File: config.mk
export PLATFORM = sky130hd
export DESIGN_NAME = dpram_burst_master
export DESIGN_NICKNAME = d
export VERILOG_FILES = /design/src/rtl/dpram_burst_pkg.sv /design/src/rtl/burst_beat_buf.sv /design/src/rtl/dpram_burst_master.sv
export SDC_FILE = /design/constraint.sdc
export NUM_CORES = 1
export LEC_CHECK = 0
export ABC_AREA = 1
export CORE_MARGIN = 2
export CORE_UTILIZATION = 54
export CTS_CLUSTER_SIZE = 12
export DETAILED_ROUTE_END_ITERATION = 8
export DONT_BUFFER_PORTS = 1
export GPL_ROUTABILITY_DRIVEN = 0
export GPL_TIMING_DRIVEN = 0
export PLACE_DENSITY_LB_ADDON = 0.15
export SYNTH_ARGS = -nofsm -noshare
export SYNTH_HDL_FRONTEND = slang
export SYNTH_SLANG_ARGS = --single-unit
File: constraint.sdc
create_clock -name clk -period 3.1 [get_ports clk]
set_input_delay 0 -clock clk [delete_from_list [all_inputs] [get_ports clk]]
set_output_delay 0 -clock clk [all_outputs]
set_load 0.02 [all_outputs]
File: src/rtl/dpram_burst_pkg.sv
// Shared types and default sizing for the DPRAM burst master.
package dpram_burst_pkg;

  localparam int DEF_DATA_WIDTH    = 8;
  localparam int DEF_ADDR_WIDTH    = 6;
  localparam int DEF_MAX_BURST_LEN = 4;

  typedef enum logic [2:0] {
    IDLE,
    COLLECT,
    WR_BURST,
    RD_BURST,
    RD_TAIL
  } state_t;

  // Width of a "beats minus one" field; never narrower than one bit.
  function automatic int len_width(input int max_len);
    return (max_len > 1) ? $clog2(max_len) : 1;
  endfunction

endpackage

File: src/rtl/burst_beat_buf.sv
// Small register file that stages host write words until the RAM burst runs.
module burst_beat_buf #(
  parameter int DATA_WIDTH = 8,
  parameter int DEPTH      = 4,
  parameter int IW         = 2
) (
  input  logic                  clk,
  input  logic                  rst,
  input  logic                  clr,
  input  logic                  wr_en,
  input  logic [DATA_WIDTH-1:0] wr_data,
  input  logic                  rd_en,
  output logic [DATA_WIDTH-1:0] rd_word
);

  logic [DATA_WIDTH-1:0] slot [DEPTH];
  logic [IW-1:0]         wr_idx_reg;
  logic [IW-1:0]         rd_idx_reg;

  generate
    for (genvar gi = 0; gi < DEPTH; gi++) begin : g_slot
      logic [DATA_WIDTH-1:0] word_reg;

      always_ff @(posedge clk or posedge rst) begin
        if (rst) begin
          word_reg <= '0;
        end else if (wr_en && (wr_idx_reg == IW'(gi))) begin
          word_reg <= wr_data;
        end
      end

      assign slot[gi] = word_reg;
    end
  endgenerate

  always_ff @(posedge clk or posedge rst) begin
    if (rst) begin
      wr_idx_reg <= '0;
      rd_idx_reg <= '0;
    end else if (clr) begin
      wr_idx_reg <= '0;
      rd_idx_reg <= '0;
    end else begin
      if (wr_en) wr_idx_reg <= wr_idx_reg + 1'b1;
      if (rd_en) rd_idx_reg <= rd_idx_reg + 1'b1;
    end
  end

  // A single-beat burst reads slot 0 in the same cycle it is written.
  assign rd_word = (wr_en && (wr_idx_reg == rd_idx_reg)) ? wr_data : slot[rd_idx_reg];

endmodule

File: src/rtl/dpram_burst_master.sv
// Host-side burst master driving one burst port of a dual-port RAM.
module dpram_burst_master
  import dpram_burst_pkg::*;
#(
  parameter int DATA_WIDTH    = DEF_DATA_WIDTH,
  parameter int ADDR_WIDTH    = DEF_ADDR_WIDTH,
  parameter int MAX_BURST_LEN = DEF_MAX_BURST_LEN,
  localparam int LW           = len_width(MAX_BURST_LEN)
) (
  input  logic                  clk,
  input  logic                  rst,
  input  logic                  req_valid,
  output logic                  req_ready,
  input  logic                  req_we,
  input  logic [ADDR_WIDTH-1:0] req_addr,
  input  logic [LW-1:0]         req_len,
  input  logic [DATA_WIDTH-1:0] wr_data,
  input  logic                  wr_valid,
  output logic                  wr_ready,
  output logic [DATA_WIDTH-1:0] rd_data,
  output logic                  rd_valid,
  output logic                  rd_last,
  output logic                  done,
  output logic                  we,
  output logic                  burst_en,
  output logic [LW-1:0]         burst_len,
  output logic [ADDR_WIDTH-1:0] base_addr,
  output logic [DATA_WIDTH-1:0] din,
  input  logic [DATA_WIDTH-1:0] dout
);

  state_t                state_reg, state_next;
  logic [LW-1:0]         beat_reg, beat_next;
  logic [LW-1:0]         len_reg, len_next;
  logic [ADDR_WIDTH-1:0] addr_reg, addr_next;
  logic                  done_next;
  logic                  accept, wr_fire, beat_last, bursting_next;
  logic [DATA_WIDTH-1:0] buf_word;

  assign accept        = (state_reg == IDLE) && req_valid && req_ready;
  assign wr_fire       = (state_reg == COLLECT) && wr_valid && wr_ready;
  assign beat_last     = (beat_reg == len_reg);
  assign bursting_next = (state_next == WR_BURST) || (state_next == RD_BURST);

  burst_beat_buf #(
    .DATA_WIDTH(DATA_WIDTH),
    .DEPTH     (MAX_BURST_LEN),
    .IW        (LW)
  ) u_beat_buf (
    .clk    (clk),
    .rst    (rst),
    .clr    (state_reg == IDLE),
    .wr_en  (wr_fire),
    .wr_data(wr_data),
    .rd_en  (state_next == WR_BURST),
    .rd_word(buf_word)
  );

  always_comb begin
    state_next = state_reg;
    beat_next  = beat_reg;
    len_next   = len_reg;
    addr_next  = addr_reg;
    done_next  = 1'b0;
    case (state_reg)
      IDLE: begin
        if (accept) begin
          len_next   = req_len;
          addr_next  = req_addr;
          beat_next  = '0;
          state_next = req_we ? COLLECT : RD_BURST;
        end
      end
      COLLECT: begin
        if (wr_fire) begin
          if (beat_last) begin
            beat_next  = '0;
            state_next = WR_BURST;
          end else begin
            beat_next = beat_reg + 1'b1;
          end
        end
      end
      WR_BURST: begin
        if (beat_last) begin
          beat_next  = '0;
          state_next = IDLE;
          done_next  = 1'b1;
        end else begin
          beat_next = beat_reg + 1'b1;
        end
      end
      RD_BURST: begin
        if (beat_last) begin
          beat_next  = '0;
          state_next = RD_TAIL;
          done_next  = 1'b1;
        end else begin
          beat_next = beat_reg + 1'b1;
        end
      end
      RD_TAIL: state_next = IDLE;
      default: state_next = IDLE;
    endcase
  end

  // Outputs are registered from next-state so they line up with state_reg.
  always_ff @(posedge clk or posedge rst) begin
    if (rst) begin
      state_reg <= IDLE;
      beat_reg  <= '0;
      len_reg   <= '0;
      addr_reg  <= '0;
      req_ready <= 1'b1;
      wr_ready  <= 1'b0;
      rd_valid  <= 1'b0;
      rd_last   <= 1'b0;
      done      <= 1'b0;
      we        <= 1'b0;
      burst_en  <= 1'b0;
      burst_len <= '0;
      base_addr <= '0;
      din       <= '0;
    end else begin
      state_reg <= state_next;
      beat_reg  <= beat_next;
      len_reg   <= len_next;
      addr_reg  <= addr_next;
      // Held low during the done cycle so a new request lands strictly after it.
      req_ready <= (state_next == IDLE) && !done_next;
      wr_ready  <= (state_next == COLLECT);
      rd_valid  <= (state_reg == RD_BURST);
      rd_last   <= (state_next == RD_TAIL);
      done      <= done_next;
      we        <= (state_next == WR_BURST);
      burst_en  <= bursting_next;
      burst_len <= bursting_next ? len_next : '0;
      base_addr <= bursting_next ? addr_next : '0;
      din       <= (state_next == WR_BURST) ? buf_word : '0;
    end
  end

  assign rd_data = rd_valid ? dout : '0;

endmodule

==> summary.md <==
| Metric | Value |
|---|---|
| Status | finished, final reports clean |
| CTS resizes | 0 |
| Period utilization | 0.580 |
| First-pass GRT wire length | 11.0 mm |
| Post-Place Cells | 457 |
| CP required | 3320 ps |
| Area leader, netlist | dfrtp_1 |
| Hold Crit Class | in -> reg |
| Row count | 28 |
| Die area | 0.00656 mm2 |
| Drt drc | 0 |
| FMAX | 0.556 GHz |
| Power density cells | 1020 mW/mm2 |
| Via/cell ratio | 5.11 |
| Fill cell count | 528 |
| Chip height | 81.0 um |
| Via count | 2513 |
| Root buffer cell | clkbuf_8 |
| Leak | 0.00201 uW |
| RSZ-0062 raised after global routing | false |
| Largest register FFs | 32 |
| WL per Instance | 13.6 um |
| Syn nets | 415 |
| CP Capture Type | flip-flop |
| Antenna cells | 0 |
| Cts bufs inserted | 9 |
| Mean post-synth cell area | 8.38 um2 |
| Ports | 60 |
| Routed WL | 6.71 mm |
| Worst skew pair latency | 350 ps |
| Final Max Slew Viols | 0 |
| Layout Nets | 445 |
| Post-layout util | 0.640 |
| Clock Tree Buf Depth | 2 |
| Critical Path AT | 2020 ps |
| Fraction of layout cells with a size suffix above 1 | 0.0959 |
| H-tree Lvls | 3 |
| Setup TNS | 0 ps |
| Largest net degree at the start of global routing | 73 |
| # setup viols final | 0 |
| Power share of the clock group | 0.231 |
| Area added between synthesis and finish | 16.3% |
| Setup CP Type | reg -> reg |
| Net Sw Frac | 0.395 |
| Worst-path clk slew | 70 ps |
| Final min period | 1800 ps |
| Multi-input gate area | 0.00114 mm2 |
| Sw power | 1500 uW |
| Core ar. | 0.00582 mm2 |
| GRT Total Usage | 0.223 |
| Total grt overflow | 0 |
| Placed wire-length estimate | 4.44 mm |
| DR pass1 iterations | 4 |
| Synthesis warning total | 0 |
| Max-cap viol count | 0 |
| Postcts setup bufs | 0 |
| Non-filler instance count after layout | 492 |
| Post-route ant nets | 0 |
| Combinational share of power | 0.345 |
| Final Skew | 15.3 ps |
| Sequential area share after synthesis | 0.563 |
| Syn Inst Count | 382 |
| Relative slew slack | 0.419 |
| Crit path max fanout | 10 |
| Synth unique cells | 22 |
| Startpoint Class | flip-flop |
| CP peak stage delay | 360 ps |
| Share of the synthesized area in the top cell type | 0.555 |
| Die X | 81.0 um |
| Mapped cell area | 0.00320 mm2 |
| CP Cell Sequence | buf_2, xor2_1, nor2_1, nand2_2, buf_2, o21ai_0, nor2_1 |
| Vias in the first global route | 2321 |
| Initial drt markers | 195 |
| CTS tree | yes |
| Sequential share of power | 0.424 |
| Synthesis-stage register bit count | 72 |
| Top cells by area, synth | dfrtp_1, nand2_1, o21ai_0 |
| Int Power | 2310 uW |
| Total design power | 3810 uW |
| Worst-margin pin slew | 872 ps |
| IO Port Bufs | 0 |
| Register area | 0.00180 mm2 |
| TritonCTS Sinks | 72 |
| Initial antenna violation count | 0 |
| Max rail drop VDD | 0.497 mV |
| Fin. Hold Viols | 0 |
| Crit path max-delay cell type | dfrtp_1 |
| Starting density of the core | 0.550 |
stage by stage:
step	cell area [um2]	hold WS (ps)	setup WS [ps]
5_1_grt	3720	38.6	1180
2_1_floorplan	3200	130	1280
4_1_cts	3720	22.4	1320
6_report	3720	25.0	1300
3_3_place_gp	3290	134	492
3_5_place_dp	3300	123	1340
cells in the mapped netlist:
library cell    n
nor2_4          1
nand2_1       121
nand3_2         2
nor2_1         42
a21oi_1         3
buf_6           5
inv_2           3
o21ai_1         1
inv_1          40
nand4_1         2
buf_2           6
nor3_1          2
a21oi_2         2
o21ai_0        53
ha_1            4
xor2_1          3
buf_4           1
dfrtp_1        71
dfstp_2         1
nand2_2         3
nand3_1        15
clkbuf_1        1
logic make-up (layout without fill, tap and decap cells):
| kind of cell | after synthesis | in the layout | share of synthesized area |
|---|---|---|---|
| xor gates and xnor gates | 3 | 3 | 0.00821 |
| AOI/OAI and AO/OA | 59 | 59 | 0.0946 |
| buffers and inverters | 56 | 91 | 0.0809 |
| DFF | 72 | 72 | 0.563 |
| adders and majority gates | 4 | 4 | 0.0156 |
| and+or+nand+nor | 188 | 188 | 0.237 |
cells in the final DEF, fill, tap and decap left out, types with 2 or more instances in the layout:
cell	synthesis	final
nand3_2	2	2
ha_1	4	4
a21oi_1	3	3
o21ai_0	53	53
nand4_1	2	2
a21oi_2	2	2
clkbuf_1	1	2
dfrtp_1	71	71
xor2_1	3	3
nand3_1	15	15
inv_2	3	3
nor2_1	42	42
buf_2	6	6
dlygate4sd3_1	0	19
bufinv_16	0	3
inv_1	40	39
nor3_1	2	2
nand2_2	3	3
clkinv_2	0	2
buf_6	5	5
clkbuf_8	0	9
nand2_1	121	121
area by class of cell:
| class | count | share of cell area |
|---|---|---|
| well taps | 75 | 0.0252 |
| repair buffers | 19 | 0.0511 |
| plain buffers | 13 | 0.0262 |
| flip-flops and latches | 72 | 0.484 |
| clock inverters | 6 | 0.0289 |
| inverters | 43 | 0.0440 |
| multi-input cells | 254 | 0.306 |
| clock buffers | 10 | 0.0343 |
per-layer routing:
layer  GRT usage  share of wire  vias to the layer above
met5           0              0                        -
met4      0.0864          0.016                        0
met3      0.0544          0.068                       10
met2       0.330           0.47                       78
met1       0.319           0.45                     1181
li1            -              -                     1244
worst max-delay path, delay by kind of cell (launching register included):
kind / cells / cell delay [ps]
AO/OA/AOI/OAI: 1 / 320
XOR/XNOR: 1 / 160
flip-flops: 1 / 360
AND/OR/NAND/NOR: 3 / 420
buffers and inverters: 2 / 410
repair_timing:
action / CTS / global route
hold buffers: 19 / 0
setup endpoints to repair: 0 / 0
hold endpoints to repair: 129 / 0
power groups by stage:
stage | sequential [uW] | clock [uW] | combinational (uW)
2_1_floorplan | 1590 | 0 | 1030
6_report | 1620 | 881 | 1320
4_1_cts | 1620 | 894 | 1330
5_1_grt | 1660 | 941 | 1530
3_5_place_dp | 1630 | 0 | 1300
3_3_place_gp | 1620 | 0 | 1260
worst paths after layout:
path                            cells after the start                                      endpoint  slack [ps]                                  from
worst max-delay path                                7                              din[7]$_DFF_PP0_        1300  u_beat_buf.rd_idx_reg[1]$_DFFE_PP0P_
worst min-delay path                                4          u_beat_buf.wr_idx_reg[1]$_DFFE_PP0P_          20                              wr_valid
worst max register to register                      7                              din[7]$_DFF_PP0_        1300  u_beat_buf.rd_idx_reg[1]$_DFFE_PP0P_
worst min register to register                      2                         addr_reg[1]$_DFF_PP0_         470                 addr_reg[1]$_DFF_PP0_
max in group asynchronous                           2  u_beat_buf.g_slot[2].word_reg[1]$_DFFE_PP0P_        2210                                   rst
min in group asynchronous                           2  u_beat_buf.g_slot[0].word_reg[3]$_DFFE_PP0P_         320                                   rst
Power figures use the tool's default switching activity.
